[src/rtl/spi.sv]
// SPI master transmitter: free-running sclk divider and an LSB-first shift FSM
// that advances on sclk rising edges, with cs held low for DATA_W+1 sclk periods.
module spi #(
  parameter int unsigned DATA_W    = 12,
  parameter int unsigned SCLK_HALF = 10
) (
  input  logic              clk,
  input  logic              rst,
  input  logic              newd,
  input  logic [DATA_W-1:0] din,
  output logic              sclk,
  output logic              cs,
  output logic              mosi
);

  localparam int unsigned CntW = $clog2(DATA_W + 1);
  localparam int unsigned DivW = (SCLK_HALF > 1) ? $clog2(SCLK_HALF) : 1;

  typedef enum logic {StIdle, StSend} state_e;

  logic [DivW-1:0]   div_q;
  logic              sclk_q;
  logic              div_wrap;
  logic              sclk_rise;

  state_e            state_q, state_d;
  logic [DATA_W-1:0] shreg_q, shreg_d;
  logic [CntW-1:0]   bit_q, bit_d;
  logic              cs_q, cs_d;
  logic              mosi_q, mosi_d;
  logic              sel_bit;

  assign div_wrap  = (div_q == DivW'(SCLK_HALF - 1));
  // The FSM updates on the same clk edge that drives sclk high.
  assign sclk_rise = div_wrap & ~sclk_q;

  always_ff @(posedge clk or negedge rst) begin
    if (!rst) begin
      div_q  <= '0;
      sclk_q <= 1'b0;
    end else if (div_wrap) begin
      div_q  <= '0;
      sclk_q <= ~sclk_q;
    end else begin
      div_q  <= div_q + DivW'(1);
    end
  end

  // State register and datapath registers.
  always_ff @(posedge clk or negedge rst) begin
    if (!rst) begin
      state_q <= StIdle;
      shreg_q <= '0;
      bit_q   <= '0;
      cs_q    <= 1'b1;
      mosi_q  <= 1'b0;
    end else begin
      state_q <= state_d;
      shreg_q <= shreg_d;
      bit_q   <= bit_d;
      cs_q    <= cs_d;
      mosi_q  <= mosi_d;
    end
  end

  // Next-state logic.
  always_comb begin
    state_d = state_q;
    if (sclk_rise) begin
      unique case (state_q)
        StIdle:  if (newd) state_d = StSend;
        StSend:  if (bit_q == CntW'(DATA_W)) state_d = StIdle;
        default: state_d = StIdle;
      endcase
    end
  end

  // Bit select limited to valid positions so the counter never indexes past DATA_W-1.
  always_comb begin
    sel_bit = 1'b0;
    for (int unsigned i = 0; i < DATA_W; i++) begin
      if (bit_q == CntW'(i)) sel_bit = shreg_q[i];
    end
  end

  // Output and datapath next values.
  always_comb begin
    shreg_d = shreg_q;
    bit_d   = bit_q;
    cs_d    = cs_q;
    mosi_d  = mosi_q;
    if (sclk_rise) begin
      unique case (state_q)
        StIdle: begin
          if (newd) begin
            shreg_d = din;
            cs_d    = 1'b0;
            bit_d   = '0;
          end
        end
        StSend: begin
          if (bit_q < CntW'(DATA_W)) begin
            mosi_d = sel_bit;
            bit_d  = bit_q + CntW'(1);
          end else begin
            cs_d   = 1'b1;
            mosi_d = 1'b0;
            bit_d  = '0;
          end
        end
        default: begin
          cs_d   = 1'b1;
          mosi_d = 1'b0;
          bit_d  = '0;
        end
      endcase
    end
  end

  assign sclk = sclk_q;
  assign cs   = cs_q;
  assign mosi = mosi_q;

endmodule

[config.mk]
export PLATFORM = sky130hd
export DESIGN_NAME = spi
export DESIGN_NICKNAME = d
export VERILOG_FILES = /design/src/rtl/spi.sv
export SDC_FILE = /design/constraint.sdc
export NUM_CORES = 1
export LEC_CHECK = 0
export BUFFER_PORTS_ARGS = -buffer_cell sky130_fd_sc_hd__buf_4
export CORE_MARGIN = 10
export CORE_UTILIZATION = 48
export DETAILED_ROUTE_END_ITERATION = 12
export PLACE_DENSITY = 0.69
export SLEW_MARGIN = 20
export SYNTH_ARGS = -nofsm -noshare
export SYNTH_HDL_FRONTEND = slang
export SYNTH_SLANG_ARGS = --single-unit
[constraint.sdc]
create_clock -name clk -period 1.9 [get_ports clk]
set_input_delay 0.475 -clock clk [delete_from_list [all_inputs] [get_ports clk]]
set_output_delay 0.475 -clock clk [all_outputs]
set_load 0.02 [all_outputs]
==> out/metrics.yaml <==
yosys:
  syn_area_um2: 1247
  postSynthAreaPerCell_um2: 11.88
  yosysSeqAreaShare_pct: 48.24
  synth_edf_count: 0
  synthCells: 105
  ys_dominant_reg_cell: "dfrtp_1"
  ys_warn_count: 0
  async_flop_share_pct: 100.0
  synth_cell_types: 35
  syn-num-nets: 124
  synth-seq-cells: 24
critical_path:
  reg2reg_depth: 5
  r2r-start: "div_q[1]$_DFF_PN0_"
  path_max_fanout: 6
  reg2reg_slack_ns: 0.13
  cp_slowest_cell: "dfrtp_2"
  critPathArrivalTime_ns: 1.99
  cp_slowest_stage_delay_ns: 0.47
  critPathCaptureType: "flip-flop"
  crit_path_start_kind: "flip-flop"
  cp.required_ns: 2.12
  r2r_end: "shreg_q[10]$_DFFE_PN0P_"
  crit_path_cell_trace: "nor4bb_2 > buf_4 > nand3_4 > nor2_4 > mux2_4"
  path_class: "reg -> reg"
power:
  internal_power_uw: 837.2
  vdd_drop_max_uv: 653.2
  p_leak_uw: 0.0007096
  p_comb_share_pct: 13.7
  totalPowerFinal_uw: 1091
  switching_share_pct: 23.26
  p_clk_share_pct: 34.3
  p_seq_share_pct: 52.0
  switchingPower_uw: 253.7
  p_per_area_nw_per_um2: 736.4
final_layout:
  antennaDiodeCount: 0
  synthToLayoutAreaGrowth_pct: 18.76
  drive_gt1_share_pct: 34.38
  fin_nets: 148
  post-route-cell-area_um2: 1481
detailed_routing:
  dr_total_vias: 858
  routedWlPerCell_um: 16.70
  drcViolationCount: 0
  wl_met1_um: 1184
  viasPerCell: 5.430
  dr.first_iter.drc_count: 35
  drt_first_pass_iters: 4
  routed_wl_um: 2639
  top_layer: "met4"
  route.met3.wl_um: 137
  drtAntennaViolNets: 0
  wl_met2_um: 1286
global_route:
  grt.overflow.total: 0
  antenna_found_initial: 0
  grt_usage_pct: 10.53
  grt_pass1_vias: 914
  grt_max_degree: 25
  grt_first_pass_wirelength_um: 4319
placed_design:
  dp_hpwl_um: 1783
  gp_congestion: 0.7682
  placement.cell_area_um2: 1388
  io_buffers: 17
die:
  die_area_um2: 5038
  core_area_um2: 2477
  io_pins: 18
  start_util_pct: 50.35
  rows: 18
  die_w_um: 70.98
  die_y_um: 70.98
min_path:
  worstHoldPathType: "in -> async"
sta:
  layout_min_cycle_time_ns: 1.775
  setup_viol_count_final: 0
  timing.fmax_ghz: 0.5635
  fin_worst_skew_ns: 0.01112
  timing.final.crit_share_pct: 93.40
  hold_violations: 0
  whs_ns: 0.01595
  rsz0062_at_grt: "false"
  fin_setup_tns_ns: 0
  drv_slew: 0
  worst_pin_slew_ns: 0.4309
  max-slew-margin-rel_pct: 71.27
clock_tree:
  cts_tree: "yes"
  cts_buffer_depth: 2
  cts_sinks: 24
  path_clk_slew_ns: 0.14
  clock_latency_ns: 0.33
  cts_made_buffers: 3
  cts_root_buffer: "clkbuf_4"
  htreeDepth: 1
run_status:
  outcome: "finished, final reports clean"
job:
  cap_violations: 0
-- kinds of logic (layout without fill, tap and decap cells) --
kind of cell / Yosys count / after routing / synth area share (%)
DFF: 24 / 24 / 48.24
xor gates and xnor gates: 2 / 2 / 1.404
AOI/OAI and AO/OA: 21 / 21 / 10.73
and+or+nand+nor: 27 / 28 / 13.24
adders and majority gates: 4 / 4 / 4.012
buffers and inverters: 10 / 32 / 4.714
muxes: 17 / 17 / 17.65
-- area by class of cell --
cell class	instances	area, um2
clock buffer	3	22.52
clock inverter	1	30.03
fill	215	996.0
inverter	7	26.28
multi-input combinational	72	604.3
sequential	24	603.1
tap	30	37.54
timing repair buffer	21	157.7
-- flip-flops by register name (all words and copies together), names as in the netlist --
register	cells
sclk	1
state_q	1
cs	1
mosi	1
shreg_q	12
div_q	4
bit_q	4
-- stage by stage --
step	cells	util (%)	worst slack, ns
finish	158	59.80	0.1255
floorplan	105	-	0.2723
detailed placement	150	56.01	0.1042
global placement	150	56.01	0.1362
global route	158	59.80	0.02154
CTS	154	58.13	0.08716
-- power groups by stage --
| stage | clock network, uW | registers, uW | logic, uW |
|---|---|---|---|
| floorplan | 0 | 570 | 96.3 |
| global placement | 0 | 574 | 142 |
| detailed placement | 0 | 574 | 148 |
| CTS | 379 | 566 | 150 |
| global route | 403 | 572 | 168 |
| finish | 374 | 567 | 150 |
-- metal layers --
metal | vias to the layer above | global-route usage, %
li1 | 422 | -
met1 | 415 | 12.50
met4 | 0 | 1.935
met2 | 17 | 17.21
met3 | 4 | 4.742
met5 | - | 0
-- timing repair --
item | in CTS | in global routing
endpoints found under the setup margin | 0 | 11
hold buffers | 0 | 0
setup buffers | 0 | 3
gates resized for setup | 0 | 2
-- synthesized netlist by cell type (all sizes together), types with 2 or more instances --
master / instances / share of area [%]
ha: 4 / 4.0
a31oi: 2 / 1.0
xnor2: 2 / 1.4
nand3: 3 / 2.6
nand2b: 2 / 1.0
nand2: 10 / 3.0
o211ai: 2 / 1.2
dfrtp: 23 / 46
nand3b: 2 / 1.2
o21ai: 4 / 1.6
mux2i: 4 / 3.2
inv: 7 / 2.1
nor3: 2 / 0.80
buf: 3 / 2.6
nor2: 5 / 2.8
a21oi: 6 / 2.4
mux2: 13 / 14
-- worst max-delay path: cells and delay by family, from the launching register on --
| family | cells | cell delay, ns |
|---|---|---|
| simple gates | 3 | 0.68 |
| flops | 1 | 0.47 |
| mux | 1 | 0.33 |
| buf+inv | 1 | 0.18 |
-- worst max-delay path by stage --
stage                        from                       to  slack, ns  cells past startpoint
2_1_floorplan  div_q[1]$_DFF_PN0_  shreg_q[10]$_DFFE_PN0P_       0.27                      6
3_3_place_gp   div_q[1]$_DFF_PN0_   shreg_q[1]$_DFFE_PN0P_       0.14                      5
3_5_place_dp   div_q[1]$_DFF_PN0_   shreg_q[1]$_DFFE_PN0P_       0.10                      5
4_1_cts        div_q[1]$_DFF_PN0_   shreg_q[1]$_DFFE_PN0P_       0.09                      5
5_1_grt        div_q[1]$_DFF_PN0_   shreg_q[7]$_DFFE_PN0P_       0.02                      5
6_report       div_q[1]$_DFF_PN0_  shreg_q[10]$_DFFE_PN0P_       0.13                      5
-- cells in the final DEF, fill, tap and decap left out, types with 4 or more instances in the layout --
cell / n
a21oi_1: 6
buf_4: 21
dfrtp_1: 22
ha_1: 4
inv_1: 7
mux2_4: 9
mux2i_1: 4
nand2_1: 10
nor2_1: 4
o21ai_0: 4
Note: power is estimated with default switching activity, not from simulation.
